[src/rtl/bpb_pkg.sv]
// Shared types and the saturating-counter helper for the pattern history table update path.
`ifndef BPB_T
`define BPB_T 4
`endif

package bpb_pkg;

    typedef logic [1:0] ctr_t;

    typedef enum logic {
        SWEEP = 1'b0,
        RUN   = 1'b1
    } sched_state_t;

    // Two-bit saturating step: never wraps past strongly taken or strongly not-taken.
    function automatic ctr_t sat_update(ctr_t c, logic taken);
        ctr_t r;
        if (taken) r = (c == 2'b11) ? c : c + 2'd1;
        else       r = (c == 2'b00) ? c : c - 2'd1;
        return r;
    endfunction

endpackage

[src/rtl/bpb_upd_fifo.sv]
// Small synchronous FIFO holding {index, taken} updates; the caller never pushes when full or pops when empty.
module bpb_upd_fifo #(
    parameter int DEPTH = 4,
    parameter int WIDTH = 5
) (
    input  logic                           clk,
    input  logic                           reset,
    input  logic                           push,
    input  logic [WIDTH-1:0]               push_data,
    input  logic                           pop,
    input  logic                           flush,
    output logic [$clog2(DEPTH+1)-1:0]     count,
    output logic [WIDTH-1:0]               head
);
    localparam int AW = $clog2(DEPTH);
    localparam int CW = $clog2(DEPTH+1);

    logic [WIDTH-1:0] mem [DEPTH];
    logic [AW-1:0]    rd_ptr;
    logic [AW-1:0]    wr_ptr;

    // DEPTH is a power of two, so the pointers wrap on their own.
    always_ff @(posedge clk or posedge reset) begin
        if (reset) begin
            rd_ptr <= '0;
            wr_ptr <= '0;
            count  <= '0;
        end else if (flush) begin
            rd_ptr <= '0;
            wr_ptr <= '0;
            count  <= '0;
        end else begin
            if (push) wr_ptr <= wr_ptr + 1'b1;
            if (pop)  rd_ptr <= rd_ptr + 1'b1;
            count <= count + CW'(push) - CW'(pop);
        end
    end

    always_ff @(posedge clk) begin
        if (push && !flush) mem[wr_ptr] <= push_data;
    end

    assign head = mem[rd_ptr];

endmodule

[src/rtl/bpb_update_sched.sv]
// Sole writer of the branch predictor pattern history table: clear sweep after reset/flush,
// then a two-stage read-modify-write pipeline fed by a FIFO of resolved branch outcomes.
module bpb_update_sched
    import bpb_pkg::*;
#(
    parameter int   IWIDTH    = `BPB_T,
    parameter int   DEPTH     = 4,
    parameter ctr_t CLEAR_VAL = 2'b01
) (
    input  logic                           clk,
    input  logic                           reset,
    input  logic                           upd_valid,
    input  logic [IWIDTH-1:0]              upd_index,
    input  logic                           upd_taken,
    output logic                           upd_ready,
    input  logic                           flush_req,
    input  logic                           port_busy,
    output logic                           busy,
    output logic [$clog2(DEPTH+1)-1:0]     pending,
    output logic [IWIDTH-1:0]              tbl_rd_index,
    input  logic [1:0]                     tbl_rd_data,
    output logic                           tbl_wr_en,
    output logic [IWIDTH-1:0]              tbl_wr_index,
    output logic [1:0]                     tbl_wr_data
);
    localparam int CW = $clog2(DEPTH+1);
    localparam logic [IWIDTH-1:0] LAST = '1;

    sched_state_t      state;
    logic [IWIDTH-1:0] ptr;
    logic              w_valid;
    logic [IWIDTH-1:0] w_index;
    logic              w_taken;
    logic              fwd_hit;
    ctr_t              fwd_val;

    logic [IWIDTH:0]   head;
    logic [IWIDTH-1:0] head_index;
    logic [CW-1:0]     count;
    logic              run;
    logic              empty;
    logic              push;
    logic              pop;
    logic              w_fire;
    ctr_t              w_old;
    ctr_t              w_new;

    assign run        = (state == RUN);
    assign empty      = (count == '0);
    assign upd_ready  = run && !flush_req && (count < CW'(DEPTH));
    assign push       = upd_valid && upd_ready;
    assign pop        = run && !flush_req && !empty && !port_busy;
    assign w_fire     = run && w_valid && !flush_req;
    assign head_index = head[IWIDTH:1];

    bpb_upd_fifo #(
        .DEPTH (DEPTH),
        .WIDTH (IWIDTH + 1)
    ) u_fifo (
        .clk       (clk),
        .reset     (reset),
        .push      (push),
        .push_data ({upd_index, upd_taken}),
        .pop       (pop),
        .flush     (flush_req),
        .count     (count),
        .head      (head)
    );

    // The table returns the pre-write value on a same-cycle read/write, so a pending hit takes the forwarded value.
    assign w_old = fwd_hit ? fwd_val : tbl_rd_data;
    assign w_new = sat_update(w_old, w_taken);

    assign busy         = !run;
    assign pending      = count;
    assign tbl_rd_index = empty ? '0 : head_index;

    always_comb begin
        tbl_wr_en    = 1'b0;
        tbl_wr_index = '0;
        tbl_wr_data  = '0;
        if (!run) begin
            tbl_wr_en    = 1'b1;
            tbl_wr_index = ptr;
            tbl_wr_data  = CLEAR_VAL;
        end else if (w_fire) begin
            tbl_wr_en    = 1'b1;
            tbl_wr_index = w_index;
            tbl_wr_data  = w_new;
        end
    end

    always_ff @(posedge clk or posedge reset) begin
        if (reset) begin
            state   <= SWEEP;
            ptr     <= '0;
            w_valid <= 1'b0;
            w_index <= '0;
            w_taken <= 1'b0;
            fwd_hit <= 1'b0;
            fwd_val <= '0;
        end else begin
            case (state)
                SWEEP: begin
                    w_valid <= 1'b0;
                    fwd_hit <= 1'b0;
                    if (flush_req) begin
                        ptr <= '0;
                    end else begin
                        ptr <= ptr + 1'b1;
                        if (ptr == LAST) state <= RUN;
                    end
                end
                RUN: begin
                    if (flush_req) begin
                        state   <= SWEEP;
                        ptr     <= '0;
                        w_valid <= 1'b0;
                        fwd_hit <= 1'b0;
                    end else begin
                        w_valid <= pop;
                        if (pop) begin
                            w_index <= head_index;
                            w_taken <= head[0];
                        end
                        fwd_hit <= pop && w_fire && (head_index == w_index);
                        fwd_val <= w_new;
                    end
                end
                default: state <= SWEEP;
            endcase
        end
    end

endmodule
[config.mk]
export PLATFORM = sky130hd
export DESIGN_NAME = bpb_update_sched
export DESIGN_NICKNAME = d
export VERILOG_FILES = /design/src/rtl/bpb_pkg.sv /design/src/rtl/bpb_upd_fifo.sv /design/src/rtl/bpb_update_sched.sv
export SDC_FILE = /design/constraint.sdc
export NUM_CORES = 1
export LEC_CHECK = 0
export CORE_ASPECT_RATIO = 1.4
export CORE_MARGIN = 1
export CORE_UTILIZATION = 35
export CTS_CLUSTER_SIZE = 30
export DETAILED_ROUTE_END_ITERATION = 12
export PLACE_DENSITY = 0.53
export SKIP_CTS_REPAIR_TIMING = 1
export SYNTH_ARGS = -nofsm -noshare
export SYNTH_HDL_FRONTEND = slang
export SYNTH_SLANG_ARGS = --single-unit
[constraint.sdc]
create_clock -name clk -period 5.5 [get_ports clk]
set_input_delay 1.65 -clock clk [delete_from_list [all_inputs] [get_ports clk]]
set_output_delay 1.65 -clock clk [all_outputs]
set_load 0.005 [all_outputs]
==> run metrics, run 1 <==
Max Clk Rate 204 MHz; Tightest Hold Check Type reg2reg; Initial Util 37.0%; Root Buffer clkbuf_8; non-filler cells, final 254; Nets 206; grt met1 use 14.8%; DRT Pass-1 Iters 2; Die Ht 90.1 um; top cell type's share of synthesized area 31.0%; fraction of power consumed by sequential logic 54.8%; initial drt markers 28; period utilization 89.3%; final hold viol count 0; first-pass GRT wire length 6110 um; Global Route Usage Sum between 10 and 15%; Max-Cap Viols 0; worst hold slack 0.537 ns; Netlist cell types 38; Power Internal 476 uW; crit-path max FO 3; RSZ-0062 raised after global routing false; Switching Fraction 20.4%; Place WS between 0.5 and 0.6 ns; max incr delay on CP 0.52 ns; Clock power frac approximately two fifths; hold endpoint fwd_hit; final slew viol count 0; number of flops mapped to enable cells by yosys 20; detailed-route wire length 3630 um; Static Leak 0.909 nW; Antenna Cells 0; Die ar. a little under 0.006 sq mm; # port buffers 27; total core area ~0.0052 sq mm; total number of vias 1229; area grow syn2layout 22.3%; Placement Rows 31; Syn Std Cell Area 0.00194 sq mm; warnings from Yosys 0; maximum buffer depth of the clock tree 2; Setup TNS Final 0 ns; CP top delay family buffers and inverters; grt total ovfl 0; M3 GR Usage about 3.2%; Ports 28; crit-path cells clkdlybuf4s50_1, nor2_1, a211oi_1, a21oi_1, o21ai_0, clkdlybuf4s50_1; status finished, final reports clean; CTS tree built; placement-stage cell area 0.00226 sq mm; Slowest-stage cell, CP clkdlybuf4s50_1; Crit Path Class in2out; Synth Register Bits between 40 and 50; net switching power about 120 uW; sequential fraction of the synthesis area 58.1%; Num CTS Buffers 5; total power 599 uW; clock skew about 0.0044 ns; commonest cells in the netlist nand2_1, dfrtp_1, edfxtp_1, nor2_1; Final Util 45.3%; leading area contributor after synthesis edfxtp_1; largest net degree at the start of global routing 22; Critical Path RT 3.85 ns; number of global-route vias before repair 1301; Final setup viols 0; GRT busiest layer met2; met2 capacity usage during global routing 25.5%; Post-Syn Instances around 160; Worst R2R Setup Slack 2.89 ns; r2r endpoint u_fifo.count[2]; asr flop ratio synth between 50% and 60%; Least-Margin Pin Slew 0.804 ns; Max H-tree Level 2; Synth Net Count 177; Reg2Reg Depth 8; Gate power share 4.8%; share of cells above drive strength 1 a little over a tenth; Vias/cell 4.84; minimum clock period after layout about 4.9 ns; Reg clk slew, reported paths 0.08 ns; Worst Path Arrival between 3 and 4 ns; critical path launch point type primary input; FF-to-FF Start run; PD cells roughly 250 mW/mm^2; critical hold path startpoint w_valid; half-perimeter wire length after placement 2820 um; final instance area roughly 0.0024 sq mm; Post-route DRC 0; Crit path top cell by count clkdlybuf4s50_1; largest cells by area after synthesis edfxtp_1, dfrtp_1, mux4_2; most common cell in the netlist nand2_1; Synth Area per Inst approximately 12 sq um; Worst-Skew Late Latency 0.29 ns; headroom to the max-slew limit 46.3%; post-route ant nets 0; Die X 64.9 um; drt wl/cell between 10 and 15 um; worst vdd ir 0.142 mV; Worst Path Buf+Inv 2; Worst Setup End Kind output pin; global placer's final weighted congestion 0.737; dpl cells 246; Post-synth top flop dfrtp_1; initial antenna violation count 0; Hold Path Stages 2; worst setup margin 0.589 ns; # clock sinks 41
-- layout by cell type, fill, tap and decap left out, types with 2 or more instances in the layout --
| master | count |
|---|---|
| o2bb2ai_1 | 3 |
| nor2b_1 | 5 |
| clkdlybuf4s50_1 | 27 |
| mux2i_1 | 3 |
| xor2_1 | 4 |
| mux4_2 | 4 |
| clkbuf_8 | 5 |
| nand3_1 | 2 |
| nor2_1 | 15 |
| nand2b_1 | 2 |
| xnor2_1 | 6 |
| edfxtp_1 | 20 |
| o21ai_1 | 4 |
| dfrtp_1 | 21 |
| nand2_1 | 23 |
| nor3_1 | 2 |
| o21ai_0 | 2 |
| inv_1 | 5 |
| ha_1 | 6 |
| a21oi_1 | 6 |
| mux2_2 | 2 |
| and2_1 | 4 |
-- registers in the layout (all words and copies together), names as in the netlist --
register and count:
fwd_hit 1, ptr 4, w_valid 1, u_fifo.wr_ptr 2, u_fifo.mem 20, run 1
u_fifo.count 3, u_fifo.rd_ptr 2, w_taken 1, w_index 4, fwd_val 2
-- area by class of cell --
class	count	area (sq um)
fill	493	2860
sequential	41	1130
multi-input combinational	104	732
timing repair buffer	28	278
tap	66	82.6
clock buffer	5	68.8
clock inverter	3	46.3
inverter	7	38.8
-- worst register-to-register path: stages, from the launching register on --
cell and delay [ns]:
dfrtp_1 0.58, nand2b_1 0.31, or3_1 0.60, o21ai_1 0.21, ha_1 0.16, inv_1 0.05
fa_1 0.37, xnor2_1 0.16, nor2_1 0.06
-- routing by layer --
layer | vias to the layer above | share of wire (%)
li1 | 603 | -
met1 | 597 | 38
met2 | 22 | 57
met3 | 7 | 3.2
met4 | 0 | 1.8
met5 | - | 0
-- power by group through the flow --
| stage | clock network, mW | logic, mW | registers [mW] |
|---|---|---|---|
| after floorplan | 0 | 0.0124 | 0.334 |
| after global placement | 0 | 0.0280 | 0.334 |
| after detailed placement | 0 | 0.0293 | 0.334 |
| after CTS | 0.251 | 0.0294 | 0.328 |
| after global routing | 0.260 | 0.0325 | 0.328 |
| final | 0.242 | 0.0287 | 0.328 |
-- cell families (layout without fill, tap and decap cells) --
group / after synthesis / in the layout / synth area share [%]
buffers and inverters: 13 / 43 / 4.19
adders and majority gates: 7 / 7 / 4.90
AOI/OAI and AO/OA: 18 / 18 / 5.55
and+or+nand+nor: 59 / 59 / 14.8
xor gates and xnor gates: 10 / 10 / 4.52
DFF: 41 / 41 / 58.1
muxes: 10 / 10 / 7.94
-- worst max-delay path by stage --
stage	from	to	slack (ns)	cells after the start
finish	tbl_rd_data[1]	tbl_wr_data[0]	0.59	6
global route	tbl_rd_data[1]	tbl_wr_data[0]	0.46	6
CTS	tbl_rd_data[1]	tbl_wr_data[0]	0.56	6
detailed placement	tbl_rd_data[1]	tbl_wr_data[0]	0.56	6
global placement	tbl_rd_data[1]	tbl_wr_data[0]	0.66	6
floorplan	tbl_rd_data[1]	tbl_wr_data[0]	1.69	4
Power figures use the tool's default switching activity.
==> inputs of run 2 (changes only) <==
--- a/config.mk
+++ b/config.mk
@@ -8,7 +8,7 @@
 export CORE_ASPECT_RATIO = 1.4
 export CORE_MARGIN = 1
 export CORE_UTILIZATION = 35
-export CTS_CLUSTER_SIZE = 30
+export CTS_CLUSTER_SIZE = 24
 export DETAILED_ROUTE_END_ITERATION = 12
 export PLACE_DENSITY = 0.53
 export SKIP_CTS_REPAIR_TIMING = 1
==> results of run 2 <==
Final layout, timing and power as in run 1 (identical DEF).
==> inputs of run 3 (changes only) <==
==> constraint.sdc (replaced) <==
create_clock -name clk -period 6 [get_ports clk]
set_input_delay 1.8 -clock clk [delete_from_list [all_inputs] [get_ports clk]]
set_output_delay 1.8 -clock clk [all_outputs]
set_load 0.005 [all_outputs]
==> run 3 against run 2 <==
Final area did not move. Hold slack better by 0.0071 ns. Worst setup slack improved by 0.22 ns. Clock skew hardly changed. Core utilization unchanged. Clock-buffer cell count is the same. Cell count did not move. Highest routed layer unchanged. Sequential power is 8.2% lower. Clock power fell by 8.3%.
==> run metrics, run 3 (synthesis gave the netlist of run 1 again) <==
final instance area 0.00237 sq mm; area grow syn2layout 22.3%; total number of vias 1213; final hold viol count 0; total core area 0.00524 sq mm; clock skew between 0.004 and 0.005 ns; Reg2Reg Depth 8; Root Buffer clkbuf_8; RSZ-0062 raised after global routing false; Ports 28; Tightest Hold Check Type reg2reg; Worst Path Arrival 3.39 ns; PD cells 231 mW/mm^2; multi-input logic area 732 sq um; Global Route Usage Sum 13.7%; initial antenna violation count 0; non-filler cells, final 254; max incr delay on CP 0.54 ns; # port buffers 27; Crit path top cell by count clkdlybuf4s50_1; critical hold path startpoint w_valid; FF-to-FF Start run; final slew viol count 0; commonest non-fill, non-tap cell in the layout clkdlybuf4s50_1; drt wl/cell around 14 um; worst vdd ir 0.155 mV; Initial Util 37.0%; detailed-route wire length around 3500 um; Max Clk Rate slightly below 200 MHz; status finished, final reports clean; first-pass GRT wire length 6150 um; post-route ant nets 0; Critical Path RT 4.20 ns; Crit path depth 4; largest net degree at the start of global routing 22; Final setup viols 0; crit-path max FO 9; max reg flops 20; Hold Path Stages 2; hold endpoint fwd_hit; biggest regs u_fifo.mem: 20 flops, ptr: 4 flops, w_index: 4 flops; Vias/cell ~4.8; Worst R2R Setup Slack around 3.4 ns; fill cell count 502; crit-path cells clkdlybuf4s50_1, nand2b_1, nor2_1, clkdlybuf4s50_1; critical path launch point type primary input; Max H-tree Level 2; Worst-Skew Late Latency 0.29 ns; Reg clk slew, reported paths about 0.080 ns; period utilization 86.6%; Static Leak 0.909 nW; Antenna Cells 0; share of cells above drive strength 1 10.6%; maximum buffer depth of the clock tree 2; Least-Margin Pin Slew 0.790 ns; DRT Pass-1 Iters 4; placement-stage cell area 0.00226 sq mm; minimum clock period after layout between 5 and 6 ns; Crit Path Class in2out; dpl cells 246; Worst Setup End Kind output pin; CP top delay family buffers and inverters; Die ar. 0.00585 sq mm; half-perimeter wire length after placement 2720 um; initial drt markers 22; Reg area approximately 0.0011 sq mm; Die Ht 90.1 um; Num CTS Buffers 5; headroom to the max-slew limit 47.3%; total power around 550 uW; Max-Cap Viols 0; Setup TNS Final 0 ns; Die X 64.9 um; Placement Rows 31; global placer's final weighted congestion about 0.73; grt total ovfl 0; Worst Path Buf+Inv 2; Post-route DRC 0; CTS tree built; number of global-route vias before repair 1302; # clock sinks 41; Largest Register u_fifo.mem; Final Util 45.3%; Slowest-stage cell, CP clkdlybuf4s50_1; Nets 206; most frequent cells in the layout clkdlybuf4s50_1, nand2_1, dfrtp_1; r2r endpoint u_fifo.count[2]
-- run 3: how the worst max path moves through the flow --
stage | from | endpoint
6_report | flush_req | upd_ready
5_1_grt | flush_req | upd_ready
4_1_cts | flush_req | upd_ready
3_5_place_dp | flush_req | upd_ready
3_3_place_gp | flush_req | upd_ready
2_1_floorplan | tbl_rd_data[1] | tbl_wr_data[0]
-- run 3: power by group --
group / internal (mW) / switching [mW] / leakage [nW] / total (mW)
Clock: 0.124 / 0.0975 / 0.0543 / 0.222
Sequential: 0.297 / 0.00313 / 0.470 / 0.301
Combinational: 0.0146 / 0.0114 / 0.385 / 0.0260
Total: 0.437 / 0.112 / 0.909 / 0.549
-- run 3: area by class of cell --
| type | count | area share (%) |
|---|---|---|
| clock buffers | 5 | 2.90 |
| clock inverters | 3 | 1.95 |
| inverters | 7 | 1.64 |
| multi-input cells | 104 | 30.9 |
| flip-flops and latches | 41 | 47.5 |
| well taps | 66 | 3.48 |
| repair buffers | 28 | 11.7 |
-- run 3: per-layer routing --
| metal | share of wire (%) | GRT usage, % | vias to the layer above | routed length (um) |
|---|---|---|---|---|
| met5 | 0 | 0 | - | 0 |
| met4 | 1.0 | 5.00 | 0 | 36 |
| met3 | 3.2 | 3.17 | 2 | 115 |
| met2 | 55 | 24.4 | 23 | 1970 |
| met1 | 40 | 15.4 | 588 | 1430 |
| li1 | - | - | 600 | - |
-- run 3: worst reg2reg max path, stage by stage, from the launching register on --
cell and delay, ns:
dfrtp_1 0.59, nand2b_1 0.30, or3_1 0.59, o21ai_1 0.21, ha_1 0.16, inv_1 0.05
fa_1 0.37, xnor2_1 0.16, nor2_1 0.06
-- run 3: stage by stage --
step | hold slack (ns) | worst slack [ns]
floorplan | 0.476 | 1.89
global placement | 0.521 | 0.845
detailed placement | 0.531 | 0.779
CTS | 0.551 | 0.778
global route | 0.569 | 0.681
finish | 0.544 | 0.806
